### src/rtl/hilo_move_controller_if.sv
// Opcode/handshake inputs and datapath strobe outputs of the mfhi/mflo/mthi/mtlo control sequencer.
interface hilo_move_controller_if #(
  parameter int OPCODE_W = 5
);
  logic                run;
  logic [OPCODE_W-1:0] opcode;
  logic                mem_ready;
  logic PCout, MARin, MDRin, Read, MDRout, IRin, PCin, IncPC;
  logic Gra, Rin, Rout, HIout, LOout, HIin, LOin;
  logic busy, done, illegal;

  modport master (
    output run, opcode, mem_ready,
    input  PCout, MARin, MDRin, Read, MDRout, IRin, PCin, IncPC,
    input  Gra, Rin, Rout, HIout, LOout, HIin, LOin,
    input  busy, done, illegal
  );

  modport slave (
    input  run, opcode, mem_ready,
    output PCout, MARin, MDRin, Read, MDRout, IRin, PCin, IncPC,
    output Gra, Rin, Rout, HIout, LOout, HIin, LOin,
    output busy, done, illegal
  );
endinterface

### src/rtl/hilo_move_controller.sv
// Fetch (T0-T2) and execute (T3) step sequencer for the HI/LO move instruction group.
//   state | meaning
//   IDLE  | waiting for run, all strobes low
//   T0    | PC -> MAR
//   T1    | memory read into MDR, held until dwell expired and mem_ready
//   T2    | MDR -> IR, PC increment
//   T3    | execute the captured HI/LO move opcode
module hilo_move_controller #(
  parameter int                  OPCODE_W = 5,
  parameter int                  DWELL    = 2,
  parameter logic [OPCODE_W-1:0] OP_MFHI  = 5'd23,
  parameter logic [OPCODE_W-1:0] OP_MFLO  = 5'd24,
  parameter logic [OPCODE_W-1:0] OP_MTHI  = 5'd25,
  parameter logic [OPCODE_W-1:0] OP_MTLO  = 5'd26
) (
  input logic                     Clock,
  input logic                     clear,
  hilo_move_controller_if.slave   bus
);
  localparam int            CW   = $clog2(DWELL + 1);
  localparam logic [CW-1:0] LAST = CW'(DWELL - 1);

  typedef enum logic [2:0] {S_IDLE, S_T0, S_T1, S_T2, S_T3} state_t;

  state_t              state, state_n;
  logic [CW-1:0]       cnt, cnt_n;
  logic [OPCODE_W-1:0] op_q, op_n;
  logic                last;
  logic                t3_n, last_n, grp_n;
  logic                mfhi_n, mflo_n, mthi_n, mtlo_n;

  assign last = (cnt == LAST);

  always_comb begin
    state_n = state;
    cnt_n   = cnt;
    op_n    = op_q;
    case (state)
      S_IDLE: begin
        cnt_n = '0;
        if (bus.run) state_n = S_T0;
      end
      S_T0: begin
        if (last) begin
          state_n = S_T1;
          cnt_n   = '0;
        end else cnt_n = cnt + CW'(1);
      end
      // counter saturates at LAST while waiting for memory
      S_T1: begin
        if (last) begin
          if (bus.mem_ready) begin
            state_n = S_T2;
            cnt_n   = '0;
          end
        end else cnt_n = cnt + CW'(1);
      end
      S_T2: begin
        if (last) begin
          state_n = S_T3;
          cnt_n   = '0;
          op_n    = bus.opcode;
        end else cnt_n = cnt + CW'(1);
      end
      S_T3: begin
        if (last) begin
          state_n = bus.run ? S_T0 : S_IDLE;
          cnt_n   = '0;
        end else cnt_n = cnt + CW'(1);
      end
      default: begin
        state_n = S_IDLE;
        cnt_n   = '0;
      end
    endcase
  end

  // Outputs are registered from the next-state decode so they track the state register exactly.
  always_comb begin
    t3_n   = (state_n == S_T3);
    last_n = (cnt_n == LAST);
    mfhi_n = t3_n && (op_n == OP_MFHI);
    mflo_n = t3_n && (op_n == OP_MFLO);
    mthi_n = t3_n && (op_n == OP_MTHI);
    mtlo_n = t3_n && (op_n == OP_MTLO);
    grp_n  = mfhi_n || mflo_n || mthi_n || mtlo_n;
  end

  always_ff @(posedge Clock or posedge clear) begin
    if (clear) begin
      state       <= S_IDLE;
      cnt         <= '0;
      op_q        <= '0;
      bus.PCout   <= 1'b0;
      bus.MARin   <= 1'b0;
      bus.MDRin   <= 1'b0;
      bus.Read    <= 1'b0;
      bus.MDRout  <= 1'b0;
      bus.IRin    <= 1'b0;
      bus.PCin    <= 1'b0;
      bus.IncPC   <= 1'b0;
      bus.Gra     <= 1'b0;
      bus.Rin     <= 1'b0;
      bus.Rout    <= 1'b0;
      bus.HIout   <= 1'b0;
      bus.LOout   <= 1'b0;
      bus.HIin    <= 1'b0;
      bus.LOin    <= 1'b0;
      bus.busy    <= 1'b0;
      bus.done    <= 1'b0;
      bus.illegal <= 1'b0;
    end else begin
      state       <= state_n;
      cnt         <= cnt_n;
      op_q        <= op_n;
      bus.PCout   <= (state_n == S_T0);
      bus.MARin   <= (state_n == S_T0);
      bus.MDRin   <= (state_n == S_T1);
      bus.Read    <= (state_n == S_T1);
      bus.MDRout  <= (state_n == S_T2);
      bus.IRin    <= (state_n == S_T2);
      bus.PCin    <= (state_n == S_T2);
      bus.IncPC   <= (state_n == S_T2);
      bus.Gra     <= grp_n;
      bus.Rin     <= mfhi_n || mflo_n;
      bus.Rout    <= mthi_n || mtlo_n;
      bus.HIout   <= mfhi_n;
      bus.LOout   <= mflo_n;
      bus.HIin    <= mthi_n;
      bus.LOin    <= mtlo_n;
      bus.busy    <= (state_n != S_IDLE);
      bus.done    <= t3_n && last_n;
      bus.illegal <= t3_n && last_n && !grp_n;
    end
  end
endmodule
### src/flat_wrapper.sv
// flat-port wrapper written by rule: the top's interface ports become plain ports
module hilo_move_controller_flat 
#(
  parameter int                  OPCODE_W = 5,
  parameter int                  DWELL    = 2,
  parameter logic [OPCODE_W-1:0] OP_MFHI  = 5'd23,
  parameter logic [OPCODE_W-1:0] OP_MFLO  = 5'd24,
  parameter logic [OPCODE_W-1:0] OP_MTHI  = 5'd25,
  parameter logic [OPCODE_W-1:0] OP_MTLO  = 5'd26
)
  (Clock, clear, bus_run, bus_opcode, bus_mem_ready, bus_PCout, bus_MARin, bus_MDRin, bus_Read, bus_MDRout, bus_IRin, bus_PCin, bus_IncPC, bus_Gra, bus_Rin, bus_Rout, bus_HIout, bus_LOout, bus_HIin, bus_LOin, bus_busy, bus_done, bus_illegal);
  hilo_move_controller_if #(.OPCODE_W(OPCODE_W)) bus_i ();
  input logic Clock;
  input logic clear;
  input wire logic [$bits(bus_i.run)-1:0] bus_run;
  input wire logic [$bits(bus_i.opcode)-1:0] bus_opcode;
  input wire logic [$bits(bus_i.mem_ready)-1:0] bus_mem_ready;
  output wire logic [$bits(bus_i.PCout)-1:0] bus_PCout;
  output wire logic [$bits(bus_i.MARin)-1:0] bus_MARin;
  output wire logic [$bits(bus_i.MDRin)-1:0] bus_MDRin;
  output wire logic [$bits(bus_i.Read)-1:0] bus_Read;
  output wire logic [$bits(bus_i.MDRout)-1:0] bus_MDRout;
  output wire logic [$bits(bus_i.IRin)-1:0] bus_IRin;
  output wire logic [$bits(bus_i.PCin)-1:0] bus_PCin;
  output wire logic [$bits(bus_i.IncPC)-1:0] bus_IncPC;
  output wire logic [$bits(bus_i.Gra)-1:0] bus_Gra;
  output wire logic [$bits(bus_i.Rin)-1:0] bus_Rin;
  output wire logic [$bits(bus_i.Rout)-1:0] bus_Rout;
  output wire logic [$bits(bus_i.HIout)-1:0] bus_HIout;
  output wire logic [$bits(bus_i.LOout)-1:0] bus_LOout;
  output wire logic [$bits(bus_i.HIin)-1:0] bus_HIin;
  output wire logic [$bits(bus_i.LOin)-1:0] bus_LOin;
  output wire logic [$bits(bus_i.busy)-1:0] bus_busy;
  output wire logic [$bits(bus_i.done)-1:0] bus_done;
  output wire logic [$bits(bus_i.illegal)-1:0] bus_illegal;
  assign bus_i.run = bus_run;
  assign bus_i.opcode = bus_opcode;
  assign bus_i.mem_ready = bus_mem_ready;
  assign bus_PCout = bus_i.PCout;
  assign bus_MARin = bus_i.MARin;
  assign bus_MDRin = bus_i.MDRin;
  assign bus_Read = bus_i.Read;
  assign bus_MDRout = bus_i.MDRout;
  assign bus_IRin = bus_i.IRin;
  assign bus_PCin = bus_i.PCin;
  assign bus_IncPC = bus_i.IncPC;
  assign bus_Gra = bus_i.Gra;
  assign bus_Rin = bus_i.Rin;
  assign bus_Rout = bus_i.Rout;
  assign bus_HIout = bus_i.HIout;
  assign bus_LOout = bus_i.LOout;
  assign bus_HIin = bus_i.HIin;
  assign bus_LOin = bus_i.LOin;
  assign bus_busy = bus_i.busy;
  assign bus_done = bus_i.done;
  assign bus_illegal = bus_i.illegal;
  hilo_move_controller #(.OPCODE_W(OPCODE_W), .DWELL(DWELL), .OP_MFHI(OP_MFHI), .OP_MFLO(OP_MFLO), .OP_MTHI(OP_MTHI), .OP_MTLO(OP_MTLO)) u_core (.Clock(Clock), .clear(clear), .bus(bus_i));
endmodule
### config.mk
export PLATFORM = sky130hd
export DESIGN_NAME = hilo_move_controller_flat
export DESIGN_NICKNAME = d
export VERILOG_FILES = /design/src/rtl/hilo_move_controller_if.sv /design/src/rtl/hilo_move_controller.sv /design/src/flat_wrapper.sv
export SDC_FILE = /design/constraint.sdc
export NUM_CORES = 1
export LEC_CHECK = 0
export CAP_MARGIN = 20
export CORE_ASPECT_RATIO = 0.7
export CORE_MARGIN = 3
export CORE_UTILIZATION = 38
export CTS_BUF_LIST = sky130_fd_sc_hd__clkbuf_16
export CTS_CLUSTER_DIAMETER = 60
export DETAILED_ROUTE_END_ITERATION = 8
export PLACE_DENSITY_LB_ADDON = 0.25
export SLEW_MARGIN = 20
export SYNTH_ARGS = -nofsm -noshare
export SYNTH_HDL_FRONTEND = slang
export SYNTH_SLANG_ARGS = --single-unit
### constraint.sdc
create_clock -name Clock -period 2.3 [get_ports Clock]
set_input_delay 0.46 -clock Clock [delete_from_list [all_inputs] [get_ports Clock]]
set_output_delay 0.46 -clock Clock [all_outputs]
set_load 0.03 [all_outputs]
==> metrics.yaml, run 1 <==
clkTransAtPathRegs_ns: 0.06
setup_violations: 0
place.gp.congestion: 0.782
track_usage_pct: 12.6
ys.flop_type: "dfrtp_1"
vias_per_cell: 5.13
synth_edf_count: 0
final-hold-violation-count: 0
cp_slowest_cell: "clkdlybuf4s50_1"
cts_resized: 0
reg2reg_from: "u_core.state[2]"
ys_warn_count: 0
critPathCaptureType: "output pin"
synth_compound_area_share_pct: 13.2
synth_top_cell_area_share_pct: 49.8
cap_violations: 0
cp-startpoint: "u_core.bus.MDRout"
grt_pass1_vias: 814
swShare_pct: 39.7
start_kind: "register"
wl_met3_um: 151
p_comb_share_pct: 42.4
clock-sinks: 23
reg2reg_setup_slack_ns: 0.64
yosysMostFrequentCell: "dfrtp_1"
critPathMaxStageDelay_ns: 0.69
synth_xor_area_share_pct: 3.03
synthTopCellsByCount: "dfrtp_1, a21oi_1, buf_4"
drive_above_1_share_pct: 10.9
period_share_pct: 77.2
crit_path_max_fanout: 4
die_h_um: 52.1
power.density_mw_per_mm2: 1230
core_area_mm2: 0.00284
synth-seq-cells: 23
antenna_left: 0
internal_power_mw: 1.09
synthCells: 108
crit_family: "buffers and inverters"
drt_wl_total_um: 2090
dieArea_mm2: 0.00375
syn_area_per_cell_um2: 10.7
synth_cell_types: 33
synthAdderAreaFrac_pct: 0
fin_nets: 138
dp_hpwl_um: 1590
p_seq_share_pct: 37.5
worst_slack_ns: 0.524
cts_inserted_buffers: 3
tightest_slew_ns: 0.432
met2_length_um: 920
min_path_type: "register to register"
highest_layer: "met4"
slew_headroom_pct: 71.2
synth_top_area_cell: "dfrtp_1"
final_max_slew_viol_count: 0
antenna_found_initial: 0
tritoncts: "built"
path_cells: "clkdlybuf4s50_1"
synthesis.area_mm2: 0.00115
insertion_delay_ns: 0.25
numPortBuffers: 26
yosysSeqAreaShare_pct: 49.8
post-place-ws_ns: 0.498
crit_required_ns: 1.84
netlist_top_cells_area: "dfrtp_1, buf_4, a21oi_1, mux2_2, nand3b_1"
grt_pass1_wl_um: 3660
rows: 16
clock_path_buffers: 2
holdBufCountCts: 0
grt_max_degree: 24
synth_top_family_by_area: "simple AND/OR/NAND/NOR gates"
htreeDepth: 1
fin_skew_ns: 0.00164
postSynth.asyncResetShare_pct: 100
routedWlPerCell_um: 12.7
power_leakage_nw: 0.629
area_delta_synth_final_pct: 27.4
die_w_um: 71.9
syn_nets: 117
met1_length_um: 990
ios: 27
min-delay-start: "u_core.cnt[1]"
p_switching_mw: 0.719
cts_setup_buffers: 0
status: "completed"
peakVddDrop_uv: 430
power_frac_clock_pct: 20.1
drt_first_iter_violations: 52
drc: 0
fin_crit_ns: 1.78
drtPass1Iterations: 4
vias: 841
tns_ns: 0
muxShareOfSynthArea_pct: 4.66
grt_overflow: 0
clock.fmax_mhz: 563
critPathKind: "register to output pin"
diodes: 0
path_buf_inv: 1
rsz0062_at_grt: "false"
crit_arrival_ns: 1.32
synthSimpleGateAreaFrac_pct: 21.3
start_util_pct: 40.6
root_buffer: "clkbuf_16"
-- registers in the layout (all words and copies together), names as in the netlist --
| register | flops |
|---|---|
| u_core.bus.done | 1 |
| u_core.bus.MDRout | 1 |
| u_core.state | 3 |
| u_core.bus.MDRin | 1 |
| u_core.cnt | 2 |
| u_core.bus.HIin | 1 |
| u_core.bus.LOout | 1 |
| u_core.bus.LOin | 1 |
| u_core.bus.Rin | 1 |
| u_core.bus.HIout | 1 |
| u_core.bus.illegal | 1 |
| u_core.bus.Rout | 1 |
| u_core.bus.Gra | 1 |
| u_core.op_q | 5 |
| u_core.bus.busy | 1 |
| u_core.bus.PCout | 1 |
-- per-stage QoR --
stage | hold WS [ns] | total power [mW] | cells | instance area [um2] | utilization [%]
2_1_floorplan | 0.462 | 1.29 | 108 | 1150 | -
3_3_place_gp | 0.524 | 1.43 | 160 | 1390 | 48.9
3_5_place_dp | 0.524 | 1.45 | 160 | 1390 | 48.9
4_1_cts | 0.533 | 1.82 | 164 | 1470 | 51.8
5_1_grt | 0.568 | 1.93 | 164 | 1470 | 51.8
6_report | 0.537 | 1.81 | 164 | 1470 | 51.8
-- power by group through the flow --
stage	clock network, mW	registers (mW)	logic [mW]
5_1_grt	0.389	0.703	0.839
6_report	0.363	0.679	0.768
2_1_floorplan	0	0.671	0.623
3_3_place_gp	0	0.676	0.759
4_1_cts	0.369	0.677	0.774
3_5_place_dp	0	0.685	0.769
-- cells in the final DEF (no fill, tap or decap), types with 3 or more instances in the layout --
cell,synthesis,layout
o21ai_0,5,5
o22ai_1,3,3
clkdlybuf4s50_1,0,26
a21oi_1,10,10
mux2_2,3,3
inv_1,4,4
nand3b_1,4,4
nand2_1,6,6
nor2_1,6,6
nor3_1,3,3
nor2b_1,3,3
dfrtp_1,23,23
clkbuf_16,0,3
-- final timing paths --
check | end | cells past startpoint
max reg2reg | u_core.op_q[0] | 3
min reg2reg | u_core.bus.done | 1
max | bus_MDRout | 1
min in group asynchronous | u_core.bus.Rout | 3
max in group asynchronous | u_core.op_q[1] | 3
min | u_core.bus.done | 1
-- final cells by class --
cell class	count	area [um2]
inverter	4	15.0
tap	36	45.0
clock buffer	3	75.1
clock inverter	1	5.00
timing repair buffer	27	268
sequential	23	576
multi-input combinational	70	488
fill	242	1370
-- kinds of logic after synthesis --
group / Yosys count
XOR/XNOR: 4
buffers and inverters: 15
multiplexers: 5
flip-flops: 23
AO/OA/AOI/OAI: 24
AND/OR/NAND/NOR: 37
-- metal layers --
metal	global-route usage [%]	vias to the layer above
met3	3.47	2
met1	16.5	395
met4	5.31	0
met5	0	-
li1	-	416
met2	19.8	28
Note: power is estimated with default switching activity, not from simulation.
==> inputs of run 2 (changes only) <==
==> constraint.sdc (replaced) <==
create_clock -name Clock -period 1.8 [get_ports Clock]
set_input_delay 0.36 -clock Clock [delete_from_list [all_inputs] [get_ports Clock]]
set_output_delay 0.36 -clock Clock [all_outputs]
set_load 0.03 [all_outputs]
==> run 2 against run 1 <==
- wire length increased by 4.5%
- critical endpoint unchanged
- core utilization increased by 0.79 points
- critical path type unchanged
- die area unchanged
- largest power group unchanged
- global-route usage increased by 0.83 points
- highest routed layer unchanged
- non-clock buffer count increased by 3
- sequential share of layout area decreased by 0.59 points
==> metrics.yaml, run 2 (synthesis results as in run 1) <==
start_util_pct: 40.6  # unchanged
crit_required_ns: 1.44  # was 1.84 ns
antenna_left: 0  # unchanged
seq_area_um2: 576  # unchanged
fin_skew_ns: 0.00402  # was 0.00164 ns
drt_first_iter_violations: 15  # was 52
crit_path_max_fanout: 4  # unchanged
wl_met3_um: 166  # was 151 um
root_buffer: "clkbuf_16"  # unchanged
setup_violations: 0  # unchanged
worst_slack_ns: 0.130  # was 0.524 ns
tns_ns: 0  # unchanged
status: "completed"  # unchanged
clock_path_buffers: 2  # unchanged
dieArea_mm2: 0.00375  # unchanged
cap_violations: 0  # unchanged
die_w_um: 71.9  # unchanged
antenna_found_initial: 0  # unchanged
critPathKind: "register to output pin"  # unchanged
clkTransAtPathRegs_ns: 0.06  # about the same
final_common_cell: "clkdlybuf4s50_1"  # unchanged
cts_resized: 0  # unchanged
area_delta_synth_final_pct: 29.4  # was 27.4%
drive_above_1_share_pct: 13.0  # was 10.9%
nFillCells: 261  # was 242
final_max_slew_viol_count: 0  # unchanged
rsz0062_at_grt: "false"  # unchanged
cts_inserted_buffers: 3  # unchanged
die_h_um: 52.1  # unchanged
insertion_delay_ns: 0.26  # was 0.25 ns
place.gp.congestion: 0.848  # was 0.782
diodes: 0  # unchanged
htreeDepth: 1  # unchanged
cts_setup_buffers: 0  # unchanged
slew_headroom_pct: 76.3  # was 71.2%
crit_family: "buffers and inverters"  # unchanged
track_usage_pct: 13.5  # was 12.6%
critPathMaxStageDelay_ns: 0.68  # was 0.69 ns
grt_overflow: 0  # unchanged
cp_slowest_cell: "clkdlybuf4s50_1"  # unchanged
peakVddDrop_uv: 688  # was 430 uV
crit_arrival_ns: 1.31  # was 1.32 ns
critPathCaptureType: "output pin"  # unchanged
grt_pass1_vias: 826  # was 814
vias: 877  # was 841
largest_reg_flops: 5  # unchanged
highest_layer: "met4"  # unchanged
tritoncts: "built"  # unchanged
multiInputGateArea_um2: 488  # unchanged
clock.fmax_mhz: 599
routedWlPerCell_um: 13.1  # was 12.7 um
post-place-ws_ns: 0.154  # was 0.498 ns
final-hold-violation-count: 0  # unchanged
tightest_slew_ns: 0.355  # was 0.432 ns
largest_register: "u_core.op_q"  # unchanged
clock-sinks: 23  # unchanged
start_kind: "register"  # unchanged
vias_per_cell: 5.25  # was 5.13
power.density_mw_per_mm2: 1570  # was 1230 mW/mm2
met2_length_um: 934  # was 920 um
met1_length_um: 1060  # was 990 um
final_cell_mix: "clkdlybuf4s50_1, dfrtp_1, a21oi_1"  # unchanged
drc: 0  # unchanged
period_share_pct: 92.8
top_regs: "u_core.op_q x5, u_core.state x3, u_core.cnt x2"  # unchanged
fin_crit_ns: 1.67
dp_hpwl_um: 1670  # was 1590 um
grt_pass1_wl_um: 3810  # was 3660 um
grt_max_degree: 24  # unchanged
core_area_mm2: 0.00284  # unchanged
path_buf_inv: 1  # unchanged
rows: 16  # unchanged
min_path_type: "input pin to asynchronous set/reset pin"  # was register to register
power_leakage_nw: 0.644  # was 0.629 nW
numPortBuffers: 26  # unchanged
ios: 27  # unchanged
drt_wl_total_um: 2180  # was 2090 um
fin_nets: 141  # was 138
path_cells: "clkdlybuf4s50_1"  # unchanged
holdBufCountCts: 0  # unchanged
drtPass1Iterations: 4  # unchanged
[run 2: final timing paths]
check                             startpoint               to  slack, ns  cells after the start
max                        u_core.bus.MDRout       bus_MDRout       0.13                      1
min                                    clear   u_core.op_q[1]       0.46                      3
max reg2reg                  u_core.state[0]   u_core.op_q[2]       0.21                      3
min reg2reg                    u_core.cnt[1]  u_core.bus.done       0.53                      1
max in group asynchronous              clear  u_core.state[1]       1.12                      3
min in group Clock             u_core.cnt[1]  u_core.bus.done       0.53                      1
[run 2: through the flow]
| step | utilization [%] | hold WS (ns) | cells | total power [mW] | cell area, um2 |
|---|---|---|---|---|---|
| 6_report | 52.6 | 0.457 | 167 | 2.34 | 1490 |
| 3_3_place_gp | 49.7 | 0.517 | 163 | 1.85 | 1410 |
| 5_1_grt | 52.6 | 0.496 | 167 | 2.51 | 1490 |
| 2_1_floorplan | - | 0.362 | 108 | 1.65 | 1150 |
| 3_5_place_dp | 49.7 | 0.521 | 163 | 1.88 | 1410 |
| 4_1_cts | 52.6 | 0.466 | 167 | 2.36 | 1490 |
[run 2: final cells by class]
cell class                 instances  share of cell area (%)
multi-input combinational         70                    32.7
clock buffer                       3                    5.03
sequential                        23                    38.5
tap                               36                    3.02
clock inverter                     1                   0.335
timing repair buffer              30                    19.4
inverter                           4                    1.01
[run 2: where the power goes]
part           total, mW  switching, mW  internal [mW]  leakage (nW)
logic               1.02          0.578          0.446         0.304
registers          0.845          0.180          0.664         0.299
clock network      0.474          0.176          0.299        0.0409
total               2.34          0.934           1.41         0.644
[run 2: per-layer routing]
layer,vias to the layer above,track usage [%]
li1,424,-
met2,37,19.2
met5,-,0
met4,0,5.00
met1,414,18.5
met3,2,5.02
